## config.mk

```make
export PLATFORM = sky130hd
export DESIGN_NAME = hsid_vctr_streamer
export DESIGN_NICKNAME = d
export VERILOG_FILES = /design/src/rtl/hsid_pkg.sv /design/src/rtl/hsid_vctr_streamer.sv
export SDC_FILE = /design/constraint.sdc
export NUM_CORES = 1
export LEC_CHECK = 0
export CORE_AREA = 2 2 126 128
export CTS_CLUSTER_DIAMETER = 150
export CTS_CLUSTER_SIZE = 8
export DETAILED_ROUTE_END_ITERATION = 10
export DIE_AREA = 0 0 128 130
export GPL_TIMING_DRIVEN = 1
export HOLD_SLACK_MARGIN = 0.15
export PLACE_DENSITY = 0.78
export SYNTH_ARGS = -nofsm -noshare
export SYNTH_HDL_FRONTEND = slang
export SYNTH_SLANG_ARGS = --single-unit
```

## constraint.sdc

```tcl
create_clock -name clk -period 2.7 [get_ports clk]
set_clock_uncertainty 0.1 [all_clocks]
set_input_delay 0.27 -clock clk [delete_from_list [all_inputs] [get_ports clk]]
set_output_delay 0.27 -clock clk [all_outputs]
set_load 0.01 [all_outputs]
```

## src/rtl/hsid_pkg.sv

```systemverilog
// Shared HSID widths, sizes and the vector streamer state encoding.
// Imported by the streamer and the downstream MSE datapath.
package hsid_pkg;

   localparam int HSID_WORD_WIDTH      = 64;
   localparam int HSID_DATA_WIDTH      = 16;
   localparam int HSID_MAX_HSP_BANDS   = 32;
   localparam int HSID_MAX_HSP_LIBRARY = 8;

   typedef enum logic [1:0] {
      IDLE,
      STREAM,
      DRAIN,
      DONE
   } hsid_streamer_state_t;

endpackage

```

## src/rtl/hsid_vctr_streamer.sv

```systemverilog
// Streams one pixel vector against every library vector as
// word-pair beats for the MSE register stage.
module hsid_vctr_streamer
   import hsid_pkg::*;
#(
   parameter int WORD_WIDTH       = HSID_WORD_WIDTH,
   parameter int DATA_WIDTH       = HSID_DATA_WIDTH,
   parameter int HSI_BANDS        = HSID_MAX_HSP_BANDS,
   parameter int HSI_LIBRARY_SIZE = HSID_MAX_HSP_LIBRARY,
   localparam int ELEMENTS = HSI_BANDS / (WORD_WIDTH / DATA_WIDTH),
   localparam int EADDR    = $clog2(ELEMENTS),
   localparam int LADDR    = $clog2(HSI_LIBRARY_SIZE),
   localparam int LIB_ADDR = $clog2(ELEMENTS * HSI_LIBRARY_SIZE)
) (
   input  logic                  clk,
   input  logic                  rst_n,
   input  logic                  start,
   input  logic                  clear,
   input  logic [EADDR:0]        hsp_bands_packed,
   input  logic [LADDR:0]        hsp_library_size,
   output logic                  px_rd_en,
   output logic [EADDR-1:0]      px_rd_addr,
   input  logic [WORD_WIDTH-1:0] px_rd_data,
   output logic                  lib_rd_en,
   output logic [LIB_ADDR-1:0]   lib_rd_addr,
   input  logic [WORD_WIDTH-1:0] lib_rd_data,
   output logic                  element_start,
   output logic                  element_last,
   output logic                  element_valid,
   output logic [WORD_WIDTH-1:0] element_a,
   output logic [WORD_WIDTH-1:0] element_b,
   output logic [LADDR-1:0]      vctr_ref,
   output logic                  busy,
   output logic                  done,
   output logic                  error
);

   localparam logic [EADDR:0] BANDS_MAX = (EADDR+1)'(ELEMENTS);
   localparam logic [LADDR:0] LIB_MAX   = (LADDR+1)'(HSI_LIBRARY_SIZE);

   hsid_streamer_state_t state_q, state_d;

   logic [EADDR:0]     bands_q;
   logic [LADDR:0]     lib_q;
   logic [EADDR-1:0]   word_q;
   logic [LADDR-1:0]   ref_q;

   logic               v1_q;
   logic               s1_q;
   logic               l1_q;
   logic [LADDR-1:0]   r1_q;

   logic               cfg_ok;
   logic               accept;
   logic               rd;
   logic               word_last;
   logic               ref_last;

   assign cfg_ok = (hsp_bands_packed != '0)
                && (hsp_bands_packed <= BANDS_MAX)
                && (hsp_library_size != '0)
                && (hsp_library_size <= LIB_MAX);

   assign accept = (state_q == IDLE) && start
                && !clear && cfg_ok;

   assign rd        = (state_q == STREAM);
   assign word_last = ({1'b0, word_q} == bands_q - 1'b1);
   assign ref_last  = ({1'b0, ref_q} == lib_q - 1'b1);

   assign px_rd_en    = rd;
   assign lib_rd_en   = rd;
   assign px_rd_addr  = word_q;
   assign lib_rd_addr = LIB_ADDR'(ref_q) * LIB_ADDR'(ELEMENTS)
                      + LIB_ADDR'(word_q);

   assign busy = (state_q == STREAM) || (state_q == DRAIN);
   assign done = (state_q == DONE);

   always_ff @(posedge clk or negedge rst_n) begin
      if (!rst_n) begin
         state_q <= IDLE;
      end else begin
         state_q <= state_d;
      end
   end

   // DRAIN ends once the final beat sits on the outputs
   always_comb begin
      state_d = state_q;
      if (clear) begin
         state_d = IDLE;
      end else begin
         unique case (state_q)
            IDLE:    if (start && cfg_ok) state_d = STREAM;
            STREAM:  if (word_last && ref_last) state_d = DRAIN;
            DRAIN:   if (!v1_q && element_valid) state_d = DONE;
            DONE:    state_d = IDLE;
            default: state_d = IDLE;
         endcase
      end
   end

   always_ff @(posedge clk or negedge rst_n) begin
      if (!rst_n) begin
         bands_q <= '0;
         lib_q   <= '0;
         word_q  <= '0;
         ref_q   <= '0;
      end else if (clear) begin
         word_q  <= '0;
         ref_q   <= '0;
      end else if (accept) begin
         bands_q <= hsp_bands_packed;
         lib_q   <= hsp_library_size;
         word_q  <= '0;
         ref_q   <= '0;
      end else if (rd) begin
         if (word_last) begin
            word_q <= '0;
            if (!ref_last) ref_q <= ref_q + 1'b1;
         end else begin
            word_q <= word_q + 1'b1;
         end
      end
   end

   // Stage 1 tracks framing while the memories return data
   always_ff @(posedge clk or negedge rst_n) begin
      if (!rst_n) begin
         v1_q <= 1'b0;
         s1_q <= 1'b0;
         l1_q <= 1'b0;
         r1_q <= '0;
      end else begin
         v1_q <= rd && !clear;
         s1_q <= rd && (word_q == '0);
         l1_q <= rd && word_last;
         r1_q <= ref_q;
      end
   end

   always_ff @(posedge clk or negedge rst_n) begin
      if (!rst_n) begin
         element_valid <= 1'b0;
         element_start <= 1'b0;
         element_last  <= 1'b0;
         element_a     <= '0;
         element_b     <= '0;
         vctr_ref      <= '0;
      end else if (clear) begin
         element_valid <= 1'b0;
         element_start <= 1'b0;
         element_last  <= 1'b0;
      end else begin
         element_valid <= v1_q;
         element_start <= v1_q && s1_q;
         element_last  <= v1_q && l1_q;
         if (v1_q) begin
            element_a <= px_rd_data;
            element_b <= lib_rd_data;
            vctr_ref  <= r1_q;
         end
      end
   end

   always_ff @(posedge clk or negedge rst_n) begin
      if (!rst_n) begin
         error <= 1'b0;
      end else begin
         error <= (state_q == IDLE) && start
               && !clear && !cfg_ok;
      end
   end

endmodule
```

; ---- Yosys cells after proc, flatten, opt, wreduce, memory -nomap -nowiden
; Cells that the tools add are included.
[totals]
regBits = 157
input_bits = 140
wordCells = 79
[classes]
n_addsub = 5
magnitude_cmp = 2
eq_ne = 9
n_mux = 17
n_bitwise = 1
n_reduce_logical = 29
[op_table]
columns = operator, count
row1 = two-way mux 3 bit, 9
row2 = logical AND 1 bit, 15
row3 = "!= test 3 x 2 -> 1 bit, second input constant", 3
row4 = == test 3 x 4 -> 1 bit, 2
row5 = "<= comparator 4 bit, second input constant", 2
row6 = two-way mux 2 bit, 4
row7 = case mux 2 bit (4 select lines), 1
row8 = nonzero test 4 bit, 2
row9 = "subtractor 4 x 1 -> 4 bit, second input constant", 2
row10 = "adder 3 x 1 -> 3 bit, second input constant", 2
row11 = adder 6 x 3 -> 6 bit, 1
row12 = AND reduction 3 bit, 2
row13 = nonzero test 3 bit, 2
row14 = "== test 2 bit, second input constant", 2
row15 = AND reduction 2 bit, 2
row16 = logical NOT 1 bit, 3
row17 = logical NOT 3 bit, 1
row18 = two-way mux 1 bit, 3
row19 = "!= test 3 bit, second input constant", 1
row20 = "== test 2 x 1 -> 1 bit, second input constant", 1
row21 = logical NOT 2 bit, 1
row22 = logical OR 1 bit, 1
row23 = NOT 1 bit, 1

; ---- Depth between registers and ports, before layout
; Gate-level depths: netlist of run 1.
[logic_depth]
depth_word = 8
depth_mapped = 8
ltp_nobuf = 8

; ---- Worst setup path before layout of run 1
; Ideal clock, no wire load.
[synth_path]
path_kind = reg2reg
startpoint = register bands_q[0]
endpoint = register state_q[1]
setup_time_ns = 0.077
arrival_ns = 2.058
required_ns = 2.523
slack_ns = 0.464
stages_incl_launch_ff = 9
synth_period_minus_slack_ns = 2.236
cell_sequence = dfrtp_1 -> inv_1 -> ha_1 -> xor2_1 -> or3b_4 -> a211oi_2 -> a21oi_2 -> or3b_1 -> a21oi_1
[synth_via]
elab_chain_len = 5
[synth_rtl]
columns = element, line_no
row1 = start: declaration, hsid_vctr_streamer.sv:43  ; logic [EADDR:0] bands_q;
row2 = start signal: assignment, hsid_vctr_streamer.sv:114  ; bands_q <= hsp_bands_packed;
row3 = subtractor 4 x 1 -> 4 bit, hsid_vctr_streamer.sv:68  ; assign word_last = ({1'b0, word_q} == bands_q - 1'b1);
row4 = == test 3 x 4 -> 1 bit, hsid_vctr_streamer.sv:68
row5 = logical AND 1 bit, hsid_vctr_streamer.sv:96  ; STREAM: if (word_last && ref_last) state_d = DRAIN;
row6 = != test 3 x 2 -> 1 bit (no line), -
row7 = AND reduction 3 bit (no line), -
row8 = end signal: assignment, hsid_vctr_streamer.sv:84  ; state_q <= state_d;
row9 = end: declaration, hsid_vctr_streamer.sv:41  ; hsid_streamer_state_t state_q, state_d;
; Every way passes these cells.
; A chain may end at the register's enable or synchronous reset.

; ---- Worst setup path after layout of run 1
; Ends and elaborated chain as after synthesis.

==> metrics.txt, run 1 <==
CP endpoint kind flip-flop; Synth Area per Inst 15.38 µm²; Iter 0 DRT Violations roughly 140; H-tree depth 4; Initial Util 39.98%; final hold viol count 0; RSZ-0062 raised after global routing false; outcome finished, final reports clean; Post-synth EDFFs 0; num ports between 200 and 300; n_diodes 0; Post-Syn Area slightly above 0.006 mm²; Synth area leader dfrtp_1; share of cells above drive strength 1 between 20% and 30%; Max Cap Viol 0; CP Class flip-flop to flip-flop; DR pass1 iterations 4; period utilisation layout 91.68%; Via Count roughly 4300; met2 wire len 8.276 mm; routability congestion estimate between 0.7 and 0.8; worst-margin pin slew roughly 570 ps; Distinct cells, synth 37; Synth top cells by count dfrtp_1, mux2_2, clkbuf_1; r2r setup slk 220 ps; setup TNS 0 ps; RR Startpoint bands_q[0]; Top Metal Used met4; placed cell count 867; Reg clk slew, reported paths 70 ps; startpoint class of the critical path flip-flop; DP HPWL roughly 12 mm; final cell count without fillers 900; sequential element share of the synthesized area 63.70%; Worst Path Required 2930 ps; largest net degree at the start of global routing around 100; vias in the first global route 4585; FFs w/ async S/R, synth 100.0%; peak supply drop 518.4 µV; root buf cell clkbuf_16; Post-route DRC 0; worst rel slew slack between 60% and 70%; Slew Viols, Final 0; Die ar. 0.01664 mm²; power per cell area approximately 1100 mW/mm²; wire per inst 17.28 µm; cts bufs inserted 17; area grow syn2layout 59.57%; chip width 128 µm; Hold Path Class primary input to asynchronous set/reset pin; worst flop-to-flop path endpoint state_q[1]; CTS Buffer Depth 2; Lkg Pwr approximately 4 nW; Overflow after GRT 0; wire length on met3 1.092 mm; port bufs 287; most common cell in the netlist dfrtp_1; Max FO, Critical Path 5; via/cell ratio 4.816; utilization after layout 63.80%; largest cells by area after synthesis dfrtp_1, mux2_2, ha_1, xnor2_1, clkbuf_1; clock tree sinks 157; core footprint 0.01542 mm²; Routed WL around 16 mm; CTS tree built; synth warn 0; Setup-failing EPs final 0; initial antenna violation count 0; num rows between 40 and 50; min cycle time layout 2475 ps; Die Y 130 µm; Mapped Nets 551; FF+latch count, synth 157; Worst-Skew Late Latency 410 ps; CP Data Arrival Time 2710 ps; Final ANT Viol Nets 0; Syn Inst Count 401; Total GRT Usage 18.65%; Final #Nets about 850; Met1 Wirelength 5.869 mm; main flop type after synthesis dfrtp_1; Fmax 404.0 MHz; first-pass GRT wire length 23.96 mm; top cell type's share of synthesized area 63.70%; r2r worst-path depth 8
-- worst max-delay path: stages, from the launching register on --
cell,delay (ps)
dfrtp_1,380
inv_1,70
ha_1,200
xor2_1,170
or3b_4,400
a211oi_2,400
a21oi_2,130
or3b_1,380
a21oi_1,150
-- power by group --
part	total (mW)	internal [mW]	switching (mW)
combinational	4.46	2.81	1.65
clock	2.23	1.24	0.982
sequential	3.95	3.40	0.558
total	10.6	7.45	3.19
-- final cells by class --
class / instances / area (µm²)
fillers: 1121 / 5584
flip-flops and latches: 157 / 3929
repair buffers: 295 / 2962
multi-input cells: 215 / 2117
clock buffers: 19 / 452.9
well taps: 192 / 240.2
clock inverters: 13 / 106.4
inverters: 9 / 33.78
-- through the flow --
| stage | setup slack [ps] | hold slack [ps] | total power, mW | cell area, µm² |
|---|---|---|---|---|
| after detailed placement | 215.9 | 187.3 | 8.511 | 9271 |
| after global placement | 252.2 | 177.2 | 8.318 | 9271 |
| after floorplan | 464.3 | -125.6 | 5.834 | 6167 |
| final | 224.6 | 289.0 | 10.64 | 9841 |
| after global routing | 92.91 | 327.7 | 11.27 | 9841 |
| after CTS | 217.6 | 298.7 | 10.80 | 9841 |
-- what timing repair did --
action / in CTS / in global routing
setup buffers: 0 / 0
hold buffers: 1 / 0
hold endpoints to repair: 59 / 0
resized for setup: 0 / 0
-- state kept, by name, indices dropped and copies added, names as in the netlist --
| name | flops |
|---|---|
| element_a | 64 |
| element_b | 64 |
| bands_q | 4 |
| lib_q | 4 |
| px_rd_addr | 3 |
| r1_q | 3 |
| ref_q | 3 |
| vctr_ref | 3 |
| state_q | 2 |
| element_last | 1 |
| element_start | 1 |
| element_valid | 1 |
| error | 1 |
| l1_q | 1 |
| s1_q | 1 |
| v1_q | 1 |
-- worst max path at each step --
stage                             start         end  cells after the start
finish                       bands_q[0]  state_q[1]                      8
CTS                          bands_q[0]  state_q[1]                      8
global route                 bands_q[0]  state_q[1]                      8
global placement    hsp_library_size[1]  state_q[0]                      7
floorplan                    bands_q[0]  state_q[1]                      8
detailed placement  hsp_library_size[1]  state_q[0]                      7
-- layout by cell type (no fill, tap or decap), types with 3 or more instances in the layout --
cell             instances
nor3_1                   3
dfrtp_1                157
inv_6                    3
clkinvlp_4               4
inv_1                    8
a21oi_1                  6
buf_4                    5
xor2_1                   3
nand2_1                  7
ha_1                    10
clkbuf_16               17
xnor2_1                  6
o21ai_0                  8
clkdlybuf4s50_1        286
mux2_2                 135
nor2_1                   8
-- layer usage --
| metal | GRT usage [%] | up-vias |
|---|---|---|
| met5 | 0 | - |
| met4 | 7.046 | 0 |
| met3 | 5.494 | 23 |
| met2 | 33.44 | 171 |
| met1 | 21.16 | 2151 |
| li1 | - | 1989 |
-- cells by family after synthesis --
logic type               share of synthesized area [%]
AND/OR/NAND/NOR                                  3.875
buffers and inverters                            2.090
multiplexers                                     24.81
adder cells (fa/ha/maj)                          2.029
AO/OA/AOI/OAI                                    2.212
flip-flops                                       63.70
XOR/XNOR                                         1.278
No activity file was read; power rests on OpenSTA's default activity.
==> run 2: changes to the inputs <==
PLACE_DENSITY = unset   (was 0.78)
PLACE_DENSITY_LB_ADDON = 0.1   (was unset)
clock period = 2.8 ns   (was 2.7 ns; I/O delays follow)
==> run 2 against run 1 <==
  * Total power shrank 1.1%
  * Critical endpoint unchanged
  * Design area up 0.55%
  * Core utilization increased by 0.35 points
  * Die area did not move
==> metrics.txt, run 2 (synthesis gave the netlist of run 1 again) <==
largest net degree at the start of global routing 75; n_diodes 0; worst path cell trace inv_1 -> ha_1 -> xor2_1 -> or3b_4 -> a211oi_2 -> a21oi_2 -> or3b_1 -> a21oi_1; final hold viol count 0; Via Count 4269; Setup-failing EPs final 0; CP Data Arrival Time between 2000 and 3000 ps; Slew Viols, Final 0; DR pass1 iterations 4; Post-DP Area 0.009269 mm²; routability congestion estimate just under 0.8; most common cell after layout, fill and taps aside clkdlybuf4s50_1; Lkg Pwr around 4.1 nW; biggest regs element_a x64, element_b x64; wire per inst ~18 µm; final worst slack 387.9 ps; startpoint class of the critical path flip-flop; Worst Path Required 3050 ps; Worst-Skew Late Latency 420 ps; CP Class flip-flop to flip-flop; r2r worst-path depth 8; post-CTS setup buffer count 0; Routed WL approximately 16 mm; cell depth of the worst setup path 8; critical path's slowest cell or3b_4; Final ANT Viol Nets 0; Reg clk slew, reported paths approximately 60 ps; pre-CTS setup slack about 170 ps; Hold Path Class flip-flop to flip-flop; post-route design area 0.009894 mm²; root buf cell clkbuf_16; share of cells above drive strength 1 25.50%; clock tree sinks 157; Initial Util 39.98%; setup TNS 0 ps; area grow syn2layout 60.44%; Overflow after GRT 0; Total GRT Usage between 10% and 20%; period utilisation layout 86.15%; Die Y 130 µm; worst rel slew slack between 50% and 60%; first-pass GRT wire length approximately 24 mm; chip width 128 µm; num ports 288; DP HPWL 11.64 mm; num rows between 40 and 50; Max Cap Viol 0; Final #Nets approximately 840; Worst path top cell family by delay simple AND/OR/NAND/NOR gates; H-tree depth 4; CTS tree built; buffers and inverters on the worst path 1; cts bufs inserted 17; Iter 0 DRT Violations between 150 and 200; via/cell ratio around 4.8; vias in the first global route 4330; min cycle time layout approximately 2400 ps; RSZ-0062 raised after global routing false; power per cell area 1064 mW/mm²; Max FO, Critical Path 5; CP endpoint kind flip-flop; Die ar. 0.01664 mm²; CTS Buffer Depth 2; outcome finished, final reports clean; Fmax about 410 MHz; slowest stage delay, CP about 390 ps; peak supply drop around 560 µV; most frequent cells in the layout clkdlybuf4s50_1, dfrtp_1, mux2_2, clkbuf_16, ha_1; worst-margin pin slew 675.7 ps; Post-route DRC 0; worst hold path depth 1; initial antenna violation count 0; port bufs 287; core footprint 0.01542 mm²
## run 2: report_power, final
group	leakage, nW	switching, mW	internal, mW
registers	1.94	0.517	3.28
logic	1.90	1.61	2.71
clock network	0.301	0.902	1.51
total	4.14	3.02	7.50
## run 2: per-layer routing
layer / routed length [µm] / global-route usage, % / up-vias
li1: - / - / 1984
met4: 188 / 6.076 / 0
met3: 1143 / 6.765 / 14
met2: 8283 / 33.47 / 173
met1: 6313 / 21.62 / 2098
met5: 0 / 0 / -
## run 2: path summary, 6_finish.rpt
| check | from | end | slack, ps |
|---|---|---|---|
| max | bands_q[0] | state_q[1] | 390 |
| min | l1_q | element_last | 350 |
| max reg2reg | bands_q[0] | state_q[1] | 390 |
| min reg2reg | l1_q | element_last | 350 |
| max in group asynchronous | rst_n | element_a[20] | 1390 |
| min in group asynchronous | rst_n | element_b[45] | 360 |
## run 2: layout make-up
class                           instances  area [µm²]
Fill cell                            1147        5530
Sequential cell                       157        3929
Timing Repair Buffer                  293        2959
Multi-Input combinational cell        215        2117
Clock buffer                           21       450.4
Tap cell                              192       240.2
Clock inverter                         11       165.2
Inverter                                9       33.78
## run 2: what timing repair did
action	4_1_cts	5_1_grt
hold buffers	1	0
endpoints found under the hold margin	67	0
setup endpoints to repair	0	0
gates resized for setup	0	0
## run 2: stage by stage
step | hold WS [ps] | utilization, % | total power [mW] | cells
floorplan | -115.6 | - | 5.626 | 401
global placement | 235.3 | 60.09 | 8.076 | 865
detailed placement | 243.2 | 60.09 | 8.212 | 865
CTS | 350.1 | 64.15 | 10.66 | 898
global route | 354.2 | 64.15 | 11.10 | 898
finish | 346.6 | 64.15 | 10.52 | 898
==> run 3: changes to the inputs <==
TNS_END_PERCENT = 20   (was unset)
==> results of run 3 <==
The final DEF is identical to that of run 2; final timing and power are the same.
==> RTL change: new RTL, flow settings as in run 1 <==
The package constant `HSID_MAX_HSP_BANDS` goes from 32 to 16.
--- a/src/rtl/hsid_pkg.sv
+++ b/src/rtl/hsid_pkg.sv
@@ -6,3 +6,3 @@
    localparam int HSID_DATA_WIDTH      = 16;
-   localparam int HSID_MAX_HSP_BANDS   = 32;
+   localparam int HSID_MAX_HSP_BANDS   = 16;
    localparam int HSID_MAX_HSP_LIBRARY = 8;
Ports: changed (resized hsp_bands_packed, lib_rd_addr and px_rd_addr); port bits go from 288 to 285. No check against the original RTL was run, so the function may have changed too.
==> RTL change against run 1 <==
- synthesized cell count shrank 2.7%
- setup slack gained 260 ps
- routed wire length shrank 2.4%
- cell area shrank 1.5%
- die area is the same
- sequential cell count shrank 2
- first-iteration DRC count grew 4.9%
- area after synthesis shrank 1.8%
- total power grew 1.4%
- sequential power is essentially flat
==> RTL change: results (changes against run 1) <==
clock_cell_area_share_pct: 5.90  # was 5.68%
wl_met2_mm: 8.12  # was 8.28 mm
clock_buffers: 21  # was 19
dp_hpwl_mm: 11.4  # was 11.6 mm
buf_share_pct: 30.5  # was 30.1%
grt_util_all_layers_pct: 18.1  # was 18.6%
grt_max_degree: 85  # was 102
final_util_pct: 62.8  # was 63.8%
synth_cells: 390  # was 401
n_all_buffers: 293  # was 295
p_leak_nw: 4.07  # was 4.11 nW
powerDensity_nw_per_um2: 1110  # was 1080 nW/um^2
synth_cell_types: 31  # was 37
largestRegisters: "element_a: 64 flops, element_b: 64 flops, lib_q: 4 flops"  # was element_a: 64 flops, element_b: 64 flops
nFillCells: 1194  # was 1121
nNetsFinal: 830  # was 845
dpl.cell_count: 854  # was 867
grt_pass1_wl_mm: 23.0  # was 24.0 mm
numClockSinks: 155  # was 157
path_delay_family: "buffers and inverters"  # was simple AND/OR/NAND/NOR gates
drtIter0Drc: 149  # was 142
inverters: 11  # was 9
multi_input_area_share_pct: 20.7  # was 21.5%
sh_seq_area_pct: 40.0  # was 39.9%
grt_util_met3_pct: 4.80  # was 5.49%
p_seq_mw: 3.96  # was 3.95 mW
met1Wirelength_mm: 5.64  # was 5.87 mm
netlist_top_cells_count: "155 x dfrtp_1, 134 x mux2_2, 11 x inv_1"  # was 157 x dfrtp_1, 135 x mux2_2, 12 x clkbuf_1
path_max_fanout: 6  # was 5
vias_per_cell: 4.76  # was 4.82
status: "finished, final reports clean"  # unchanged
multi_input_cells: 204  # was 215
worstPathArrival_ps: 1840  # was 2710 ps
slew_headroom_pct: 47.1  # was 62.1%
wl_met3_microns: 962  # was 1.09 mm
switchingPower_mw: 3.15  # was 3.19 mW
ir_drop_v: 0.000463  # was 0.000518 V
dp_worst_setup_slack_ps: 470  # was 216 ps
RTL change: cell types whose count changed in the layout (fill, tap and decap cells not counted), moves of 3 or more:
cell             delta
clkdlybuf4s50_1     -3
clkinv_2            +4
inv_1               +3
o21ai_0             -3
o21ai_1             +3
RTL change: path summary, 6_finish.rpt:
| kind | startpoint | endpoint | slack (ps) | cells after the start |
|---|---|---|---|---|
| worst max register to register | lib_q[0] | state_q[0] | 660 | 8 |
| worst min-delay path | hsp_bands_packed[1] | bands_q[1] | 350 | 3 |
| worst min register to register | s1_q | element_start | 360 | 1 |
| max in group asynchronous | rst_n | element_b[29] | 1340 | 3 |
| min in group asynchronous | rst_n | element_a[11] | 380 | 2 |
| worst max-delay path | state_q[1] | px_rd_en | 490 | 3 |
RTL change: cell families after synthesis:
group / share of synthesized area [%]
AND/OR/NAND/NOR: 2.93
AO/OA/AOI/OAI: 1.88
flip-flops: 64.1
multiplexers: 25.1
buffers and inverters: 2.87
XOR/XNOR: 1.30
adder cells (fa/ha/maj): 1.86
